--- src/rtl/run_dump_ctrl_if.sv ---
// Dump stream bundle: valid/ready word transport from run_dump_ctrl to its consumer.
// Handshake: a word transfers on a rising edge where dump_valid && dump_ready; while
// dump_valid is high and dump_ready is low, dump_data and dump_last are held unchanged.
interface run_dump_ctrl_if #(
    parameter int XLEN = 64
);
    logic            dump_valid;
    logic            dump_ready;
    logic [XLEN-1:0] dump_data;
    logic            dump_last;

    modport master (
        output dump_valid,
        output dump_data,
        output dump_last,
        input  dump_ready
    );

    modport slave (
        input  dump_valid,
        input  dump_data,
        input  dump_last,
        output dump_ready
    );
endinterface

--- src/rtl/run_dump_ctrl.sv ---
// End-of-run controller: counts cycles, detects program completion from the PC or an
// all-ones instruction, halts the CPU, then streams x0..x31 and the cycle count.
module run_dump_ctrl #(
    parameter int XLEN         = 64,
    parameter int END_PC       = 60,
    parameter int STABLE_LIMIT = 8,
    parameter int CNT_W        = 32
) (
    input  logic             clk,
    input  logic             reset,
    input  logic [XLEN-1:0]  pc_in,
    input  logic [31:0]      instr_in,
    output logic [4:0]       rf_raddr,
    input  logic [XLEN-1:0]  rf_rdata,
    output logic             cpu_halt,
    run_dump_ctrl_if.master  dump,
    output logic [CNT_W-1:0] cycle_count,
    output logic             halt_cause,
    output logic             done,
    output logic [1:0]       dbg_state
);
    localparam int              SW       = $clog2(STABLE_LIMIT + 1);
    localparam logic [XLEN-1:0] END_PC_V = XLEN'(END_PC);

    typedef enum logic [1:0] {
        ST_RUN  = 2'd0,
        ST_DUMP = 2'd1,
        ST_DONE = 2'd2
    } state_t;

    state_t            r_state;
    logic [CNT_W-1:0]  r_cycle;
    logic [SW-1:0]     r_stable;
    logic [XLEN-1:0]   r_prev_pc;
    logic [5:0]        r_idx;
    logic              r_halt_cause;
    logic              r_done;
    logic              r_dump_valid;
    logic              r_dump_last;
    logic [XLEN-1:0]   r_dump_data;

    logic [CNT_W-1:0]  w_cycle_nxt;
    logic [SW-1:0]     w_stable_nxt;
    logic              w_pc_hit;
    logic              w_stable_hit;
    logic              w_illegal;
    logic              w_complete;
    logic              w_accept_last;
    logic              w_load;
    logic [XLEN-1:0]   w_count_word;

    always_comb begin
        w_cycle_nxt   = (&r_cycle) ? r_cycle : r_cycle + 1'b1;
        w_stable_nxt  = '0;
        if (pc_in == r_prev_pc)
            w_stable_nxt = (&r_stable) ? r_stable : r_stable + 1'b1;
        w_pc_hit      = (pc_in >= END_PC_V);
        w_stable_hit  = (w_stable_nxt == SW'(STABLE_LIMIT));
        w_illegal     = (instr_in == 32'hFFFF_FFFF);
        w_complete    = w_pc_hit || w_stable_hit || w_illegal;
        w_accept_last = r_dump_valid && dump.dump_ready && r_dump_last;
        // Index 33 means the count word is already loaded; nothing further to fetch.
        w_load        = (!r_dump_valid || dump.dump_ready) && (r_idx <= 6'd32);
        w_count_word  = {{(XLEN-CNT_W){1'b0}}, r_cycle};
    end

    always_ff @(posedge clk or posedge reset) begin
        if (reset) begin
            r_state      <= ST_RUN;
            r_cycle      <= '0;
            r_stable     <= '0;
            r_prev_pc    <= '0;
            r_idx        <= '0;
            r_halt_cause <= 1'b0;
            r_done       <= 1'b0;
            r_dump_valid <= 1'b0;
            r_dump_last  <= 1'b0;
            r_dump_data  <= '0;
        end else begin
            case (r_state)
                ST_RUN: begin
                    r_cycle   <= w_cycle_nxt;
                    r_stable  <= w_stable_nxt;
                    r_prev_pc <= pc_in;
                    if (w_complete) begin
                        r_state      <= ST_DUMP;
                        // PC reaching END_PC outranks the stable/illegal causes.
                        r_halt_cause <= !w_pc_hit;
                    end
                end
                ST_DUMP: begin
                    if (w_accept_last) begin
                        r_dump_valid <= 1'b0;
                        r_dump_last  <= 1'b0;
                        r_done       <= 1'b1;
                        r_state      <= ST_DONE;
                    end else if (w_load) begin
                        r_dump_valid <= 1'b1;
                        r_idx        <= r_idx + 1'b1;
                        if (r_idx[5]) begin
                            r_dump_data <= w_count_word;
                            r_dump_last <= 1'b1;
                        end else begin
                            r_dump_data <= rf_rdata;
                        end
                    end
                end
                ST_DONE: ;
                default: r_state <= ST_RUN;
            endcase
        end
    end

    assign rf_raddr        = r_idx[5] ? 5'd0 : r_idx[4:0];
    assign cpu_halt        = (r_state != ST_RUN);
    assign cycle_count     = r_cycle;
    assign halt_cause      = r_halt_cause;
    assign done            = r_done;
    assign dbg_state       = r_state;
    assign dump.dump_valid = r_dump_valid;
    assign dump.dump_data  = r_dump_data;
    assign dump.dump_last  = r_dump_last;
endmodule

--- src/flat_wrapper.sv ---
// flat-port wrapper written by rule: the top's interface ports become plain ports
module run_dump_ctrl_flat 
#(
    parameter int XLEN         = 64,
    parameter int END_PC       = 60,
    parameter int STABLE_LIMIT = 8,
    parameter int CNT_W        = 32
)
  (clk, reset, pc_in, instr_in, rf_raddr, rf_rdata, cpu_halt, cycle_count, halt_cause, done, dbg_state, dump_dump_valid, dump_dump_data, dump_dump_last, dump_dump_ready);
  run_dump_ctrl_if #(.XLEN(XLEN)) dump_i ();
  input  logic clk;
  input  logic reset;
  input  logic [XLEN-1:0] pc_in;
  input  logic [31:0] instr_in;
  output logic [4:0] rf_raddr;
  input  logic [XLEN-1:0] rf_rdata;
  output logic cpu_halt;
  output logic [CNT_W-1:0] cycle_count;
  output logic halt_cause;
  output logic done;
  output logic [1:0] dbg_state;
  output wire logic [$bits(dump_i.dump_valid)-1:0] dump_dump_valid;
  output wire logic [$bits(dump_i.dump_data)-1:0] dump_dump_data;
  output wire logic [$bits(dump_i.dump_last)-1:0] dump_dump_last;
  input wire logic [$bits(dump_i.dump_ready)-1:0] dump_dump_ready;
  assign dump_dump_valid = dump_i.dump_valid;
  assign dump_dump_data = dump_i.dump_data;
  assign dump_dump_last = dump_i.dump_last;
  assign dump_i.dump_ready = dump_dump_ready;
  run_dump_ctrl #(.XLEN(XLEN), .END_PC(END_PC), .STABLE_LIMIT(STABLE_LIMIT), .CNT_W(CNT_W)) u_core (.clk(clk), .reset(reset), .pc_in(pc_in), .instr_in(instr_in), .rf_raddr(rf_raddr), .rf_rdata(rf_rdata), .cpu_halt(cpu_halt), .dump(dump_i), .cycle_count(cycle_count), .halt_cause(halt_cause), .done(done), .dbg_state(dbg_state));
endmodule
--- config.mk ---
export PLATFORM = sky130hd
export DESIGN_NAME = run_dump_ctrl_flat
export DESIGN_NICKNAME = d
export VERILOG_FILES = /design/src/rtl/run_dump_ctrl_if.sv /design/src/rtl/run_dump_ctrl.sv /design/src/flat_wrapper.sv
export SDC_FILE = /design/constraint.sdc
export NUM_CORES = 1
export LEC_CHECK = 0
export ABC_CLOCK_PERIOD_IN_PS = 11950
export BUFFER_PORTS_ARGS = -buffer_cell sky130_fd_sc_hd__buf_2
export CAP_MARGIN = 20
export CORE_MARGIN = 2
export CORE_UTILIZATION = 31
export DETAILED_ROUTE_END_ITERATION = 8
export GPL_TIMING_DRIVEN = 0
export PLACE_DENSITY = 0.6
export SYNTH_ARGS = -nofsm -noshare
export SYNTH_HDL_FRONTEND = slang
export SYNTH_SLANG_ARGS = --single-unit
export TNS_END_PERCENT = 50
--- constraint.sdc ---
create_clock -name clk -period 11.95 [get_ports clk]
set_input_delay 1.195 -clock clk [delete_from_list [all_inputs] [get_ports clk]]
set_output_delay 1.195 -clock clk [all_outputs]
set_load 0.01 [all_outputs]
After elaboration in Yosys (flattened, before gate mapping)
Cells that the tools add are included.
W data, S select, Z words.

operators by class
  add/sub/neg operators = 3
  $lt $le $gt $ge = 2
  equality and inequality tests = 7
  muxes and demuxes = 12
  bitwise gates (word level) = 3
  reductions and logical operators = 21

operators with widths
  cell                     number
  $eq A64 B64 Y1           1
  $ge A64 B6 Y1 const B    1
  $mux W64                 1
  $add A32 B1 Y32 const B  1
  $eq A32 B32 Y1 const B   1
  $reduce_and A32 Y1       1
  $reduce_and A3 Y1        3
  $mux W4                  2
  $reduce_and A2 Y1        4
  $add A6 B1 Y6 const B    1
  $le A6 B6 Y1 const B     1
  $pmux W2 S3              1
  $reduce_bool A2 Y1       3
  $mux W1                  5
  $mux W5                  1
  $add A4 B1 Y4 const B    1
  $eq A4 B4 Y1 const B     1
  $mux W2                  2
  $ne A2 B1 Y1 const B     2
  $reduce_and A4 Y1        1
  $logic_and A1 B1 Y1      3
  $logic_or A1 B1 Y1       3
  $not A1 Y1               3
  $eq A2 B1 Y1 const B     1
  3 further kinds          4

word-level totals
  register bits after elaboration = 176
  output and inout port bits = 108
  logic and storage cells = 58

Longest topological paths before layout
Gate-level depths: netlist of run 1.

  word-level depth = 8
  mapped depth = 10
  gate-level depth less buffers = 8

Worst setup path after synthesis of run 1
Ideal clock, no wire load.

  kind = in2reg
  start point = in pc_in[25]
  end point = reg u_core.r_state[0], in the netlist u_core.dbg_state[0]
  arrival = 2.450 ns
  required time = 11.868 ns
  path slack = 9.418 ns
  stages on the path = 6
  buffers on the path = 0
  cells stage by stage = xor2_1 nor4_1 nand4_1 nor4_2 a41oi_1 a31oi_1

between the ends
  word-level cells in the longest chain between the ends = 7
  elaborated cells on any way between the ends = 8
  classes of those cells = order compare: 1; eq/ne: 3; mux: 1; reduce/logical: 3

ends and longest elaborated chain
  item                                                                   line                 RTL
  start, declared                                                        flat_wrapper.sv:13   input logic [XLEN-1:0] pc_in;
  parallel branches: the longest is 3 deep, another holds $ge A64 B6 Y1  --
  $logic_or A1 B1 Y1 * (2 in a row)                                      run_dump_ctrl.sv:60  w_complete = w_pc_hit || w_stable_hit || w_illegal;
  $ne A2 B1 Y1 (no line) *                                               --
  $reduce_and A3 Y1 (no line) *                                          --
  end signal, assigned                                                   run_dump_ctrl.sv:69  r_state <= ST_RUN;
  end signal, assigned                                                   run_dump_ctrl.sv:86  r_state <= ST_DUMP;
  end signal, assigned                                                   run_dump_ctrl.sv:96  r_state <= ST_DONE;
  end, declared                                                          run_dump_ctrl.sv:31  state_t r_state;

Mark *: on every way between the ends.
A chain may end at the register's enable or synchronous reset.

Worst setup path after layout of run 1
  start point = reg u_core.r_idx[5]
  end point = out rf_raddr[3]

between the ends
  word-level cells in the longest chain between the ends = 1

ends and longest elaborated chain
  item                    line                  RTL
  start, declared         run_dump_ctrl.sv:35   logic [5:0] r_idx;
  start signal, assigned  run_dump_ctrl.sv:99   r_idx <= r_idx + 1'b1;
  $mux W5                 run_dump_ctrl.sv:114  assign rf_raddr = r_idx[5] ? 5'd0 : r_idx[4:0];
  end, declared           flat_wrapper.sv:15    output logic [4:0] rf_raddr;

No other way between the ends.

==> results of run 1 <==
==> routing by layer <==
metal	up-vias	track usage, %	share of wire [%]	routed length, um
li1	3518	-	-	-
met1	3412	23.1	45	10900
met2	204	28.3	48	11700
met3	44	3.36	4.8	1180
met4	6	6.63	2.6	637
met5	-	0	0.16	38
==> Yosys cell counts (all sizes together), types with 2 or more instances <==
cell type,count,share of area (%)
nand2,273,12
dfrtp,176,53
xor2,73,7.6
o21ai,71,4.2
mux2i,34,4.1
nand2b,34,2.5
nor4,34,2.8
nand4,31,2.6
xnor2,26,2.7
clkbuf,25,1.1
nand3,15,0.90
inv,14,0.63
buf,13,0.75
nor2,11,0.49
and3,9,0.67
a21oi,5,0.30
and4,5,0.55
ha,4,0.60
nor2b,4,0.30
nor3,4,0.42
a41oi,2,0.21
or4,2,0.18
==> cells by family after synthesis <==
kind of cell             after synthesis  synth area share (%)
multiplexers                          35                  4.20
XOR/XNOR                              99                  10.4
AND/OR/NAND/NOR                      426                  24.2
AO/OA/AOI/OAI                         85                  5.45
adder cells (fa/ha/maj)                4                 0.598
buffers and inverters                 53                  2.54
flip-flops                           176                  52.7
==> metrics by stage <==
stage,instance area [sq um],hold WS (ps),instances
final,10800,469,1525
after global routing,10800,479,1525
after CTS,10800,468,1522
after detailed placement,10200,452,1490
after global placement,10100,452,1489
after floorplan,8360,466,878
==> cell usage in the layout, fill, tap and decap left out, types with 4 or more instances in the layout <==
cell | netlist | final
buf_2 | 5 | 275
nand2_1 | 272 | 272
dfrtp_1 | 176 | 176
xor2_1 | 73 | 73
o21ai_0 | 61 | 61
nand2b_1 | 34 | 34
mux2i_1 | 34 | 34
nor4_1 | 32 | 32
nand4_1 | 29 | 29
clkbuf_1 | 25 | 26
xnor2_1 | 26 | 26
clkbuf_16 | 0 | 17
nand3_1 | 15 | 15
inv_1 | 14 | 13
nor2_1 | 11 | 11
o21ai_1 | 10 | 10
and3_1 | 9 | 9
buf_1 | 7 | 7
inv_8 | 0 | 7
a21oi_1 | 5 | 5
and4_1 | 4 | 4
nor2b_1 | 4 | 4
ha_1 | 4 | 4
==> sequential cells by signal, summed over array words and instances (netlist names) <==
name,cells
u_core.dump.dump_data,64
u_core.r_prev_pc,64
u_core.cycle_count,32
u_core.r_idx,6
u_core.r_stable,4
u_core.dbg_state,2
u_core.done,1
u_core.dump.dump_last,1
u_core.dump.dump_valid,1
u_core.halt_cause,1
==> final cells by class <==
class / instances / area share (%)
clock inverter: 14 / 1.53
antenna: 3 / 0.0696
timing repair buffer: 271 / 12.8
sequential: 176 / 40.9
multi-input combinational: 649 / 34.8
inverter: 15 / 0.592
clock buffer: 18 / 3.98
tap: 341 / 3.96
buffer: 38 / 1.45
==> power by group <==
part / internal (uW) / switching (uW)
clock: 300 / 266
sequential: 595 / 0
combinational: 28.6 / 37.9
==> final timing paths <==
check / startpoint / end / slack (ps) / depth (start not counted)
worst max-delay path: u_core.r_idx[5]$_DFFE_PP0P_ / rf_raddr[3] / 8840 / 4
worst min-delay path: u_core.done$_DFFE_PP0P_ / u_core.done$_DFFE_PP0P_ / 470 / 1
worst max register to register: u_core.cycle_count[0]$_DFFE_PP0P_ / u_core.cycle_count[13]$_DFFE_PP0P_ / 9370 / 7
worst min register to register: u_core.done$_DFFE_PP0P_ / u_core.done$_DFFE_PP0P_ / 470 / 1
max in group asynchronous: reset / u_core.cycle_count[3]$_DFFE_PP0P_ / 10260 / 3
min in group asynchronous: reset / u_core.r_prev_pc[5]$_DFFE_PP0P_ / 820 / 2
==> worst max-delay path, delay by kind of cell, from the launching register on <==
family / cells / cell delay, ps
buffers and inverters: 3 / 1060
DFF: 1 / 320
and+or+nand+nor: 1 / 100
==> results.toml, run 1 <==
[clocking]
insertion_delay_ps = 430
cts_inserted_buffers = 17
htreeDepth = 4
post-cts-setup-buffers = 0
clockBufferDepth = 2
clkSinkCount = 176
holdBufCountCts = 0
cts_tree = "yes"
root_buffer = "clkbuf_16"
clk_pin_slew_worst_paths_ps = 70
postCtsResizedCells = 0

[power_and_ir_drop]
peakVddDrop_mv = 0.0877
leakage_uw = 0.00511
power.total_uw = 1230
power_density_mw_per_mm2 = 114

[synthesis]
synth_cell_types = 45
postSynthCellCount = 878
ys.flop_type = "dfrtp_1"
ys_ff_latch = 176
syn_avg_cell_area_sq_um = 9.53
syn_area_sq_mm = 0.00836
synth_edf_count = 0
synth-async-reset-ratio_pct = 100
syn_nets = 1045
yosysWarnings = 0
ys_seq_area_share_pct = 52.7

[timing]
hold_viol = 0
tightestPinTransition_ps = 802
rsz0062_at_grt = "no"
fin_skew_ps = 13.5
finalWorstSetupSlack_ps = 8840
slew_viol_final = 0
max_freq_mhz = 322
period_share_pct = 26.0
setup_viol = 0
fin_tns_setup_ps = 0
relSlewSlack_pct = 46.5
period_minus_slack_ps = 3110

[place]
place.gp.congestion = 0.855
place_hpwl_um = 18500
dp_slack_ps = 8750
numPortBuffers = 270

[finish]
drive_gt1_share_pct = 27.3
nets = 1335
fill_cells = 2736
syn_to_final_growth_pct = 28.9
final_util_pct = 40.3
regArea_sq_mm = 0.00440
multiInputGateArea_sq_mm = 0.00375

[drt]
drtAntennaViolNets = 0
drcViolationCount = 0
wire_per_inst_um = 16.0
dr.pass1.iters = 5
via_per_inst = 4.71
drt_iter0_markers = 477
vias = 7184
routed_wl_um = 24500

[setup_path]
end_kind = "output port"
start_kind = "flip-flop"
cpPeakStageDelay_ps = 490
arrival_ps = 1910
crit_type = "reg2out"
required_ps = 10760
path_cells = "clkbuf_1, clkbuf_1, nor2b_1, buf_2"
crit_fanout = 10
cp_slowest_cell = "clkbuf_1"
cp_common_cell = "clkbuf_1"

[die]
initial_utilization_pct = 31.3
fp.dieH_um = 168
placementRows = 60
chipWidth_um = 168
io_pins = 271
core-area_sq_mm = 0.0267
die_area_sq_mm = 0.0283

[job]
maxCapViolCount = 0

[global_routing]
gr-total-overflow = 0
grt_pass1_vias = 7016
antenna_found_initial = 6
grt_pass1_wl_um = 38500
grt_max_degree = 108
track_usage_pct = 17.4

[hold_path]
hp-class = "reg2reg"

[status]
outcome = "completed"
No activity file was read; power rests on OpenSTA's default activity.
==> run 2: changes to the inputs <==
ABC_CLOCK_PERIOD_IN_PS = 3240   (was 11950)
clock period = 3.24 ns   (was 11.95 ns; I/O delays follow)
==> run 2 against run 1 <==
Against the previous run:
- the flow now finishes with violations (negative hold slack)
- combinational power rose to 3.9 times the previous value
- total power rose to 3.6 times the previous value
- via count up 0.39%
- wire length up 0.32%
- utilization up 0.20 points
- clock power rose to 3.6 times the previous value
- register-to-register slack worse by 8600 ps
- flip-flop and latch count unchanged
- non-clock buffer count up 4
- worst hold slack worse by 470 ps
- largest power group unchanged
- highest routed layer is now met4
==> results.toml, run 2 (same netlist as run 1, synthesis figures left out) <==
[clocking]
clkSinkCount = 176
cts_inserted_buffers = 17
htreeDepth = 4
clockBufferDepth = 2
clk_pin_slew_worst_paths_ps = 70
root_buffer = "clkbuf_16"
postCtsResizedCells = 0
cts_tree = "yes"
insertion_delay_ps = 450
holdBufCountCts = 0
post-cts-setup-buffers = 0

[global_routing]
gr-total-overflow = 0
track_usage_pct = 17.5
grt_pass1_vias = 7002
grt_pass1_wl_um = 38600
antenna_found_initial = 5
grt_max_degree = 38

[drt]
vias = 7212
drcViolationCount = 0
via_per_inst = 4.71
drtAntennaViolNets = 0
drt_iter0_markers = 433
dr.pass1.iters = 4
routed_wl_um = 24500
wire_per_inst_um = 16.0

[timing]
tightestPinTransition_ps = 801
relSlewSlack_pct = 46.1
fin_skew_ps = 19.2
finalWorstSetupSlack_ps = 735
period_minus_slack_ps = 2510
hold_viol = 2
rsz0062_at_grt = "no"
setup_viol = 0
period_share_pct = 77.3
slew_viol_final = 0
whs_ps = -2.20
max_freq_mhz = 399
fin_tns_setup_ps = 0

[finish]
syn_to_final_growth_pct = 29.5
nets = 1339
final_cell_mix = "275 x buf_2, 272 x nand2_1, 176 x dfrtp_1, 73 x xor2_1, 61 x o21ai_0"
drive_gt1_share_pct = 27.5
final_util_pct = 40.5
final_common_cell = "buf_2"
fill_cells = 2719

[setup_path]
crit_type = "reg2reg"
required_ps = 3560
path_cells = "ha_1, and4_1, nand4_1, nand4bb_1, nor3b_2, nand4_1, xnor2_1"
end_kind = "flip-flop"
start_kind = "flip-flop"
arrival_ps = 2820
r2r_slack_ps = 730
crit_fanout = 10
r2r-start = "u_core.cycle_count[0]$_DFFE_PP0P_"
cpPeakStageDelay_ps = 620
cp_common_cell = "nand4_1"
reg2reg_depth = 7
cp_slowest_cell = "nor3b_2"
timing.rr.end = "u_core.cycle_count[5]$_DFFE_PP0P_"

[power_and_ir_drop]
leakage_uw = 0.00513
peakVddDrop_mv = 0.335
power.total_uw = 4480
power_density_mw_per_mm2 = 413

[die]
fp.dieH_um = 168
initial_utilization_pct = 31.3
chipWidth_um = 168
core-area_sq_mm = 0.0267
die_area_sq_mm = 0.0283
placementRows = 60
io_pins = 271

[status]
violations = "negative hold slack"
outcome = "finished, violations left"

[place]
place_hpwl_um = 18900
numPortBuffers = 270
dp_slack_ps = 729
place.gp.congestion = 0.857

[job]
maxCapViolCount = 0

[hold_path]
hp-class = "in2async"
[run 2: routing by layer]
metal | vias up | global-route usage [%] | share of wire [%]
met1 | 3461 | 23.6 | 46
met4 | 0 | 7.20 | 2.5
met3 | 32 | 3.01 | 4.1
met5 | - | 0 | 0
li1 | 3523 | - | -
met2 | 196 | 27.8 | 47
[run 2: how the worst max path moves through the flow]
stage,from,endpoint,slack (ps),cells past startpoint
2_1_floorplan,reset,u_core.cycle_count[0]$_DFFE_PP0P_,660,1
4_1_cts,u_core.cycle_count[0]$_DFFE_PP0P_,u_core.cycle_count[5]$_DFFE_PP0P_,700,7
6_report,u_core.cycle_count[0]$_DFFE_PP0P_,u_core.cycle_count[5]$_DFFE_PP0P_,730,7
5_1_grt,u_core.cycle_count[0]$_DFFE_PP0P_,u_core.cycle_count[5]$_DFFE_PP0P_,540,7
3_3_place_gp,reset,u_core.dump.dump_data[10]$_DFFE_PP0P_,-630,2
3_5_place_dp,u_core.cycle_count[0]$_DFFE_PP0P_,u_core.cycle_count[5]$_DFFE_PP0P_,730,7
[run 2: metrics by stage]
step	area, sq um	cells
after floorplan	8370	878
after global placement	10100	1489
after detailed placement	10200	1494
after CTS	10800	1526
after global routing	10800	1531
final	10800	1532
[run 2: report_power, final]
part	switching (uW)	total (uW)	internal [uW]
Sequential	0	2190	2190
Clock	1000	2030	1030
Combinational	143	257	114
[run 2: final cells by class]
cell class / count / area [sq um] / share of cell area (%)
diodes: 6 / 15.0 / 0.139
clock inverters: 14 / 143 / 1.32
multi-input cells: 649 / 3750 / 34.6
well taps: 341 / 427 / 3.94
repair buffers: 275 / 1450 / 13.4
inverters: 15 / 60.1 / 0.554
flip-flops and latches: 176 / 4400 / 40.7
plain buffers: 38 / 156 / 1.44
clock buffers: 18 / 429 / 3.96
[run 2: critical path, delay by kind of cell, from the launching register on]
kind | cells | cell delay [ps]
and+or+nand+nor | 5 | 1470
DFF | 1 | 470
adders and majority gates | 1 | 280
xor gates and xnor gates | 1 | 170
